<file path="config.mk">
export PLATFORM = sky130hd
export DESIGN_NAME = det_event_logger
export DESIGN_NICKNAME = d
export VERILOG_FILES = /design/src/rtl/det_event_logger.sv
export SDC_FILE = /design/constraint.sdc
export NUM_CORES = 1
export LEC_CHECK = 0
export CORE_MARGIN = 1
export CORE_UTILIZATION = 47
export DETAILED_ROUTE_END_ITERATION = 8
export PLACE_DENSITY = 0.62
export REMOVE_ABC_BUFFERS = 1
export SLEW_MARGIN = 40
export SYNTH_ARGS = -nofsm -noshare
export SYNTH_HDL_FRONTEND = slang
export SYNTH_SLANG_ARGS = --single-unit
</file>
<file path="constraint.sdc">
create_clock -name clk -period 6.5 [get_ports clk]
set_input_delay 1.3 -clock clk [delete_from_list [all_inputs] [get_ports clk]]
set_output_delay 1.3 -clock clk [all_outputs]
set_load 0.01 [all_outputs]
</file>
<file path="src/rtl/det_event_logger.sv">
// Timestamps each detection from the 10110 sequence detector and queues it in a
// small show-ahead FIFO read over valid/ready; also counts detections and flags drops.
module det_event_logger #(
  parameter int TS_W  = 16,
  parameter int DEPTH = 4,
  parameter int CNT_W = 8
) (
  input  logic             clk,
  input  logic             rst,
  input  logic             det_in,
  output logic             ev_valid,
  output logic [TS_W-1:0]  ev_ts,
  input  logic             ev_ready,
  output logic [CNT_W-1:0] det_count,
  output logic             overflow,
  input  logic             clr_ovf
);

  localparam int AW = $clog2(DEPTH);

  logic [TS_W-1:0]  mem [DEPTH];
  logic [TS_W-1:0]  ts_q, ts_d;
  logic [AW:0]      wr_ptr_q, wr_ptr_d;
  logic [AW:0]      rd_ptr_q, rd_ptr_d;
  logic             valid_q, valid_d;
  logic [TS_W-1:0]  head_q, head_d;
  logic [CNT_W-1:0] cnt_q, cnt_d;
  logic             ovf_q, ovf_d;

  logic pop, push, drop, full;

  always_comb begin
    pop      = valid_q && ev_ready;
    full     = (wr_ptr_q[AW] != rd_ptr_q[AW]) &&
               (wr_ptr_q[AW-1:0] == rd_ptr_q[AW-1:0]);
    push     = det_in && (!full || pop);
    drop     = det_in && full && !pop;

    ts_d     = ts_q + TS_W'(1);
    wr_ptr_d = wr_ptr_q + (AW+1)'(push);
    rd_ptr_d = rd_ptr_q + (AW+1)'(pop);
    valid_d  = (wr_ptr_d != rd_ptr_d);

    // The next head is either an entry already in memory or, when the FIFO drains
    // to just this push, the timestamp being written this very cycle.
    head_d = '0;
    if (valid_d) begin
      if (push && (rd_ptr_d[AW-1:0] == wr_ptr_q[AW-1:0])) begin
        head_d = ts_q;
      end else begin
        head_d = mem[rd_ptr_d[AW-1:0]];
      end
    end

    if (clr_ovf) begin
      cnt_d = CNT_W'(det_in);
    end else if (det_in && (cnt_q != '1)) begin
      cnt_d = cnt_q + CNT_W'(1);
    end else begin
      cnt_d = cnt_q;
    end

    // A drop in the same cycle as a clear wins.
    ovf_d = drop ? 1'b1 : (clr_ovf ? 1'b0 : ovf_q);
  end

  always_ff @(posedge clk) begin
    if (!rst) begin
      ts_q     <= '0;
      wr_ptr_q <= '0;
      rd_ptr_q <= '0;
      valid_q  <= 1'b0;
      head_q   <= '0;
      cnt_q    <= '0;
      ovf_q    <= 1'b0;
    end else begin
      ts_q     <= ts_d;
      wr_ptr_q <= wr_ptr_d;
      rd_ptr_q <= rd_ptr_d;
      valid_q  <= valid_d;
      head_q   <= head_d;
      cnt_q    <= cnt_d;
      ovf_q    <= ovf_d;
    end
  end

  // NOTE: storage is deliberately not reset; the pointers define what is valid and
  // head_q is forced to zero when empty, so stale contents never reach ev_ts.
  always_ff @(posedge clk) begin
    if (push) begin
      mem[wr_ptr_q[AW-1:0]] <= ts_q;
    end
  end

  assign ev_valid  = valid_q;
  assign ev_ts     = head_q;
  assign det_count = cnt_q;
  assign overflow  = ovf_q;

endmodule

</file>
==> out/qor.txt <==
Element type at the critical path end: register
Hold_sp: det_count[0]
Postcts setup bufs: 0
Synth area leaders: edfxtp_1, dfxtp_1, mux4_2
Fin area: 5090 sq um
Starting density of the core: 48.4%
Worst reg-to-reg path cell count: 10
Post-place setup slack: 2.19 ns
Inst Count DP: 447
Count of clock tree sinks: 112
Endpoints failing hold: 0
Routed Antenna Nets: 0
Site Rows: 35
Total track usage: 18.5%
GRT Max-Usage Layer: met2
Via count of the first global-routing pass: 2473
CP Cell Sequence: clkdlybuf4s50_1, and2_1, o41ai_4, buf_4, inv_2, ha_1, ha_1, xnor2_1, xnor2_1, o31ai_4, a21oi_1
Unrepaired setup endpoints after global routing: false
# fillers: 741
Per-cell routed wire length: 18.1 microns
I/O pin count: 31
Vias per cell: 5.53
Post-synth top area share: 43.2%
Flops & latches, synth: 112
CTS H-tree lvls: 3
Yosys top cell by area: edfxtp_1
Final period util: 60.2%
F_max: 0.256 GHz
Post-CTS sizing: 0
Hold Path End: det_count[0]
Max-slew violation count: 0
Final Total Pwr: 1.50 mW
Setup TNS: 0 ns
Final Util: 55.4%
Status: finished, final reports clean
Layout Cells excl Fill: 463
Port bufs: 30
Core footprint: 9200 sq um
Worst IR Drop VDD: 0.102 mV
Final min period: 3.91 ns
Reg2Reg Setup Slack: 3.13 ns
Crit-path slowest cell: o31ai_4
Pin count of the biggest net entering global routing: 28
Mapped Area: 4450 sq um
Final hold slack: 0.550 ns
Syn Inst Count: 315
Clock root cell: clkbuf_8
RePlAce Congestion: 0.766
Die height: 99.3 microns
Critical Path RT: 6.72 ns
Hold Crit Depth: 2
Worst setup SP type: input pin
Clock Path Buffers: 2
Final Skew: 0.0113 ns
Crit path max fanout: 19
Actual slew at the worst max-slew pin: 0.747 ns
Post-DP HPWL: 5290 microns
Top post-synthesis cells by count: edfxtp_1, dfxtp_1, nand3_1
First-pass detailed-route iteration total: 4
Final setup fails: 0
1st-iter DRT viols: 134
Mapped Avg Cell Area: 14.1 sq um
Final net count: 358
Setup WS post-layout: 2.59 ns
Gr ovfl total: 0
Hold Path Class: register to register
Number of diodes: 0
Relative slew margins: 50.2%
Crit path DAT: 4.13 ns
# hold bufs at CTS: 0
Reg2Reg Launch Point: wr_ptr_q[1]
Detailed-route DRC error count: 0
Critical path's largest stage delay: 0.69 ns
Met3 Usage GRT: 3.72%
Max_cap viols: 0
Worst-Skew Late Latency: 0.36 ns
Initial antenna violation count: 0
Critical path class: input pin to register
Final wirelength: 8360 microns
FF-to-FF End: ev_ts[10]
Layout cells sized above 1: 12.8%
Most common cell in the netlist: edfxtp_1
Static leakage: 1.76 nW
Synth-to-layout area growth: 14.4%
Ys async rst share: 0%
Die ar.: 9870 sq um
CTS tree: done
CP top delay family: compound AO/OA/AOI/OAI gates
Post-synthesis sequential area ratio: 64.8%
Unique masters post-synth: 40
Grt met1 use: 24.9%
CP bufs+invs: 3
Predominant post-synthesis flop cell: edfxtp_1
Cell Area, Placed: 4880 sq um
DR vias: 2560
First-pass GRT wire length: 13400 microns
Yosys warning total: 0
Grt met2 use: 29.9%
EDFF count, synth: 64
Pwr/cell area: 294 nW/um^2
Clk pin slew, worst setup/hold paths: 0.10 ns
Total CTS buffers: 9
Chip width: 99.3 microns
==> placed cells by master, fill, tap and decap left out, drive strengths merged, types with 5 or more instances in the layout <==
cell type / netlist / final
xor2: 10 / 10
nor2: 6 / 6
buf: 8 / 5
edfxtp: 64 / 64
nand4: 6 / 6
a21oi: 20 / 20
ha: 6 / 6
clkdlybuf4s50: 0 / 29
inv: 4 / 6
mux4: 16 / 16
clkbuf: 5 / 11
dfxtp: 48 / 48
nand3: 24 / 24
nand2: 8 / 8
and2: 20 / 20
o21ai: 19 / 19
xnor2: 16 / 16
==> kinds of logic (layout without fill, tap and decap cells) <==
| logic type | Yosys count | in the layout | synth area share (%) |
|---|---|---|---|
| compound gates | 49 | 49 | 6.89 |
| flops | 112 | 112 | 64.8 |
| mux | 18 | 18 | 8.54 |
| simple gates | 87 | 87 | 11.0 |
| fa+ha+maj | 6 | 6 | 1.69 |
| xor+xnor | 26 | 26 | 5.12 |
| buf+inv | 17 | 54 | 2.02 |
==> registers in the layout, indices dropped and copies added, names as in the netlist <==
name / cells
mem: 64
ev_valid: 1
ev_ts: 16
ts_q: 16
rd_ptr_q: 3
wr_ptr_q: 3
overflow: 1
det_count: 8
==> worst max path at each step <==
stage,from,endpoint,slack (ns),cells after the start
6_report,ev_ready,ev_ts[10],2.59,11
5_1_grt,ev_ready,ev_ts[12],2.39,11
4_1_cts,ev_ready,ev_ts[4],2.59,11
3_5_place_dp,ev_ready,ev_ts[4],2.19,11
3_3_place_gp,ev_ready,ev_ts[15],2.29,11
2_1_floorplan,ev_ready,ev_ts[0],2.80,9
==> area by class of cell <==
class | count | area (sq um) | share of cell area [%]
flip-flops and latches | 112 | 2880 | 56.6
multi-input cells | 186 | 1510 | 29.7
repair buffers | 34 | 333 | 6.53
clock buffers | 11 | 151 | 2.97
well taps | 111 | 139 | 2.73
clock inverters | 5 | 61.3 | 1.20
inverters | 4 | 15.0 | 0.295
==> layer usage <==
layer,wire length [microns],vias to the layer above
li1,-,1249
met1,3910,1259
met2,4050,44
met3,307,8
met4,94,0
met5,0,-
==> power by group <==
group	internal, mW	switching, mW	total (mW)
Combinational	0.118	0.141	0.259
Sequential	0.787	0.0216	0.809
Clock	0.202	0.228	0.430
==> worst reg2reg max path, cell delays in order (launching register included) <==
cell and delay, ns:
dfxtp_1 0.59, xor2_1 0.20, o41ai_4 0.37, buf_4 0.30, inv_2 0.20, ha_1 0.23
ha_1 0.19, xnor2_1 0.21, xnor2_1 0.13, o31ai_4 0.69, a21oi_1 0.10
Power figures use the tool's default switching activity.
